--- src/rtl/rr_arb_pkg.sv ---
// Shared types and helpers for the 8-way round-robin grant arbiter.
// Holds sizes, the FSM state enum and the rotating search function.
package rr_arb_pkg;

  localparam int N_REQ = 8;
  localparam int IDX_W = 3;

  typedef enum logic {
    IDLE,
    GRANT
  } state_t;

  typedef struct packed {
    logic             found;
    logic [IDX_W-1:0] idx;
  } pick_t;

  // First set bit of req, scanning upward from start and wrapping.
  function automatic pick_t next_rr(
    input logic [N_REQ-1:0] req,
    input logic [IDX_W-1:0] start
  );
    pick_t            p;
    logic [IDX_W-1:0] j;
    p = '0;
    for (int k = 0; k < N_REQ; k++) begin
      j = start + IDX_W'(k);
      if (!p.found && req[j]) begin
        p.found = 1'b1;
        p.idx   = j;
      end
    end
    return p;
  endfunction

endpackage

--- src/rtl/idx_to_onehot8.sv ---
// 3-bit index to 8-bit one-hot expansion.
// Output is all zero while en is low.
module idx_to_onehot8
  import rr_arb_pkg::*;
(
  input  logic             en,
  input  logic [IDX_W-1:0] idx,
  output logic [N_REQ-1:0] oh
);

  // Decode the index into a single set bit
  always_comb begin
    oh = '0;
    for (int i = 0; i < N_REQ; i++) begin
      if (en && idx == IDX_W'(i)) oh[i] = 1'b1;
    end
  end

endmodule

--- src/rtl/rr_grant_arbiter8.sv ---
// Round-robin arbiter for eight clients with registered grant and an
// optional hold limit that rotates a long-running owner out.
module rr_grant_arbiter8
  import rr_arb_pkg::*;
#(
  parameter int MAX_HOLD = 16
) (
  input  logic             clk,
  input  logic             rst,
  input  logic [N_REQ-1:0] req,
  output logic [N_REQ-1:0] gnt,
  output logic [IDX_W-1:0] gnt_idx,
  output logic             gnt_valid
);

  localparam int HOLD_W =
    (MAX_HOLD < 1) ? 1 : $clog2(MAX_HOLD + 1);
  localparam logic [HOLD_W-1:0] HOLD_LIM = HOLD_W'(MAX_HOLD);
  localparam logic [HOLD_W-1:0] HOLD_SAT =
    (MAX_HOLD == 0) ? HOLD_W'(1) : HOLD_W'(MAX_HOLD);

  state_t            state_q, state_d;
  logic [IDX_W-1:0]  idx_q, idx_d;
  logic [IDX_W-1:0]  last_q, last_d;
  logic              valid_q, valid_d;
  logic [HOLD_W-1:0] hold_q, hold_d;
  logic [N_REQ-1:0]  others;
  pick_t             p;

  // Next grant: new pick from idle, release, forced rotation or hold
  always_comb begin
    state_d = state_q;
    idx_d   = idx_q;
    last_d  = last_q;
    valid_d = valid_q;
    hold_d  = hold_q;
    p       = '0;
    others  = req & ~(N_REQ'(1) << idx_q);
    unique case (state_q)
      IDLE: begin
        p = next_rr(req, last_q + IDX_W'(1));
        if (p.found) begin
          state_d = GRANT;
          idx_d   = p.idx;
          last_d  = p.idx;
          valid_d = 1'b1;
          hold_d  = HOLD_W'(1);
        end
      end
      GRANT: begin
        if (!req[idx_q]) begin
          p = next_rr(req, idx_q + IDX_W'(1));
          if (p.found) begin
            idx_d  = p.idx;
            last_d = p.idx;
            hold_d = HOLD_W'(1);
          end else begin
            state_d = IDLE;
            valid_d = 1'b0;
            hold_d  = '0;
          end
        end else if (MAX_HOLD != 0 && hold_q == HOLD_LIM
                     && |others) begin
          p      = next_rr(others, idx_q + IDX_W'(1));
          idx_d  = p.idx;
          last_d = p.idx;
          hold_d = HOLD_W'(1);
        end else if (hold_q != HOLD_SAT) begin
          hold_d = hold_q + HOLD_W'(1);
        end
      end
      default: state_d = IDLE;
    endcase
  end

  // State and grant registers with synchronous reset
  always_ff @(posedge clk) begin
    if (rst) begin
      state_q <= IDLE;
      idx_q   <= '0;
      last_q  <= IDX_W'(N_REQ - 1);
      valid_q <= 1'b0;
      hold_q  <= '0;
    end else begin
      state_q <= state_d;
      idx_q   <= idx_d;
      last_q  <= last_d;
      valid_q <= valid_d;
      hold_q  <= hold_d;
    end
  end

  assign gnt_idx   = idx_q;
  assign gnt_valid = valid_q;

  idx_to_onehot8 u_oh (
    .en  (valid_q),
    .idx (idx_q),
    .oh  (gnt)
  );

endmodule

--- config.mk ---
export PLATFORM = sky130hd
export DESIGN_NAME = rr_grant_arbiter8
export DESIGN_NICKNAME = d
export VERILOG_FILES = /design/src/rtl/rr_arb_pkg.sv /design/src/rtl/idx_to_onehot8.sv /design/src/rtl/rr_grant_arbiter8.sv
export SDC_FILE = /design/constraint.sdc
export NUM_CORES = 1
export LEC_CHECK = 0
export BUFFER_PORTS_ARGS = -buffer_cell sky130_fd_sc_hd__buf_2
export CORE_MARGIN = 2
export CORE_UTILIZATION = 60
export CTS_BUF_LIST = sky130_fd_sc_hd__clkbuf_16
export CTS_CLUSTER_SIZE = 20
export DETAILED_ROUTE_END_ITERATION = 12
export GPL_TIMING_DRIVEN = 0
export PLACE_DENSITY = 0.79
export SYNTH_ARGS = -nofsm -noshare
export SYNTH_HDL_FRONTEND = slang
export SYNTH_SLANG_ARGS = --single-unit
--- constraint.sdc ---
create_clock -name clk -period 7.6 [get_ports clk]
set_input_delay 1.52 -clock clk [delete_from_list [all_inputs] [get_ports clk]]
set_output_delay 1.52 -clock clk [all_outputs]
set_load 0.005 [all_outputs]
==> results.sh <==
export IMPL_status="finished, final reports clean"
export IMPL_synth_main_ff_cell="dfxtp_1"
export IMPL_synth_edf_count=0
export IMPL_track_usage_pct=35.78
export IMPL_ant_nets=0
export IMPL_synthCells=497
export IMPL_slew_headroom_pct=33.60
export IMPL_drt_initial_drc_count=503
export IMPL_layout_nets=545
export IMPL_clk_pin_slew_worst_paths_ns=0.04
export IMPL_synth_area_leaders="mux4_2 16%, mux2i_1 8.8%, dfxtp_1 6.6%"
export IMPL_reg2reg_from="gnt_idx[0]"
export IMPL_htree_levels=1
export IMPL_cp_required_ns=7.78
export IMPL_viasPerCell=7.539
export IMPL_async_reset_ff_share_pct=0
export IMPL_avgSynthCellArea_um2=7.993
export IMPL_holdPathEnd="hold_q[1]"
export IMPL_routedWlPerCell_um=21.86
export IMPL_regToRegSetupSlack_ns=1.76
export IMPL_timing_fmax_ghz=0.1713
export IMPL_vias=4516
export IMPL_cts_resized=0
export IMPL_area_growth_pct=7.055
export IMPL_hpwl_um=9910
export IMPL_grt_max_degree=13
export IMPL_fin_setup_tns_ns=0
export IMPL_final_setup_viol_count=0
export IMPL_fin_worst_skew_ns=0.001496
export IMPL_start_util_pct=62.21
export IMPL_worst_pin_slew_ns=0.9889
export IMPL_ys_ff_latch=13
export IMPL_cts_buffer_depth=2
export IMPL_cp_start_kind="flip-flop"
export IMPL_layout_common_cells="44 x nand2_1, 39 x nor2_1, 35 x mux2i_1, 31 x buf_2, 30 x a21oi_1"
export IMPL_criticalPathCategory="reg -> reg"
export IMPL_finalCritPeriodShare_pct=76.81
export IMPL_port_buffer_count=21
export IMPL_postCtsHoldBufs=0
export IMPL_grt_pass1_vias=3974
export IMPL_ios=22
export IMPL_numCtsBuffers=3
export IMPL_hold_viol=0
export IMPL_dr_pass1_iters=5
export IMPL_final_common_cell="nand2_1"
export IMPL_rsz0062_at_grt="false"
export IMPL_antenna_found_initial=0
export IMPL_die_width_um=85.37
export IMPL_cp_end_kind="flip-flop"
export IMPL_core_area_um2=6386
export IMPL_netlist_area_um2=3973
export IMPL_arrival_ns=6.02
export IMPL_syn_nets=519
export IMPL_cts_setup_buffers=0
export IMPL_synth_top_area_share_pct=16.44
export IMPL_diodes=0
export IMPL_drive_above_1_share_pct=18.39
export IMPL_hold_path_class="reg -> reg"
export IMPL_clock_sinks=13
export IMPL_insertion_delay_ns=0.24
export IMPL_rr_worst_depth=17
export IMPL_drv_cap=0
export IMPL_grt_pass1_wl_um=20920
export IMPL_final_max_slew_viol_count=0
export IMPL_drcViolationCount=0
export IMPL_min_period_ns=5.837
export IMPL_ys_types=75
export IMPL_cts_tree="yes"
export IMPL_r2r_end="gnt_idx[1]"
export IMPL_cp_max_fo=12
export IMPL_hp_start="hold_q[1]"
export IMPL_grt_overflow=0
export IMPL_die_area_um2=7288
export IMPL_place_congestion=1.107
export IMPL_die_h_um=85.37
export IMPL_rows=29
export IMPL_yosysSeqAreaShare_pct=6.551
export IMPL_yosys_warnings=0
export IMPL_cts_root_buf="clkbuf_16"
export IMPL_drt_wl_total_um=13100
export IMPL_synth_largest_area_cell="mux4_2"
export IMPL_hold_depth=2
[kinds of logic after synthesis]
kind of cell	after synthesis	synth area share [%]
AOI/OAI and AO/OA	166	30.08
and+or+nand+nor	149	18.14
muxes	81	30.08
DFF	13	6.551
adders and majority gates	12	3.779
xor gates and xnor gates	16	4.441
buffers and inverters	60	6.929
[stage by stage]
stage                     instance area [um2]  std cells  setup WS, ns  utilization [%]  hold WS [ns]
after CTS                                4253        599         2.099            66.59        0.4945
after detailed placement                 4174        595         2.134            65.36        0.4889
final                                    4253        599         1.763            66.59        0.4946
after global routing                     4253        599         1.623            66.59        0.5326
after floorplan                          3973        497         3.340                -        0.4620
after global placement                   4174        595         2.086            65.36        0.4815
[cells in the mapped netlist (5+ instances only)]
| cell | n |
|---|---|
| nand2_1 | 44 |
| nor2_1 | 39 |
| mux2i_1 | 35 |
| a21oi_1 | 30 |
| mux4_2 | 29 |
| inv_1 | 21 |
| o21ai_0 | 21 |
| clkbuf_1 | 19 |
| mux2_2 | 16 |
| o22ai_1 | 15 |
| dfxtp_1 | 13 |
| ha_1 | 12 |
| nand3_1 | 12 |
| buf_2 | 10 |
| a22oi_1 | 8 |
| nand2b_1 | 8 |
| nor2b_1 | 8 |
| nor3_1 | 8 |
| nor4_1 | 8 |
| xor2_1 | 8 |
| a31oi_1 | 7 |
| o211ai_1 | 6 |
| o32ai_1 | 6 |
| a211o_1 | 5 |
| a22o_1 | 5 |
| and2_1 | 5 |
| o2111ai_1 | 5 |
| xnor2_1 | 5 |
[layout make-up]
type | count | area, um2
Tap cell | 77 | 96.34
Clock inverter | 1 | 3.754
Fill cell | 536 | 2133
Multi-Input combinational cell | 424 | 3437
Clock buffer | 3 | 75.07
Sequential cell | 13 | 260.3
Timing Repair Buffer | 21 | 105.1
Buffer | 37 | 188.9
Inverter | 23 | 86.33
[worst max path at each step]
stage | start | endpoint | slack (ns) | depth (start not counted)
finish | gnt_idx[0] | gnt_idx[1] | 1.76 | 17
global route | gnt_idx[0] | gnt_idx[1] | 1.62 | 17
global placement | gnt_idx[0] | gnt_idx[1] | 2.09 | 17
floorplan | gnt_idx[0] | gnt_idx[1] | 3.34 | 15
detailed placement | gnt_idx[0] | gnt_idx[1] | 2.13 | 17
CTS | gnt_idx[0] | gnt_idx[1] | 2.10 | 17
[registers in the layout (all words and copies together), names as in the netlist]
signal	flops
last_q	3
gnt_idx	3
hold_q	5
gnt_valid	1
state_q	1
[layer usage]
| metal | global-route usage [%] | part of all wire (%) |
|---|---|---|
| met5 | 0 | 0 |
| met4 | 11.40 | 4.2 |
| met3 | 7.490 | 13 |
| met2 | 51.78 | 42 |
| met1 | 53.09 | 40 |
[critical path, stage by stage, from the launching register on]
cell,delay [ns]
dfxtp_1,0.39
buf_6,0.18
inv_2,0.11
buf_2,0.28
buf_1,0.49
clkbuf_1,0.56
ha_1,0.34
buf_4,0.16
buf_6,0.15
mux2i_1,0.56
mux2_1,0.30
o2111ai_1,0.19
o32a_1,0.43
a2111oi_0,0.77
a211o_1,0.19
a211oi_1,0.08
a2111o_1,0.44
a21oi_2,0.12
Power is not shown: default switching activity piles up to over one toggle a cycle in this logic, so the estimate is an artifact.
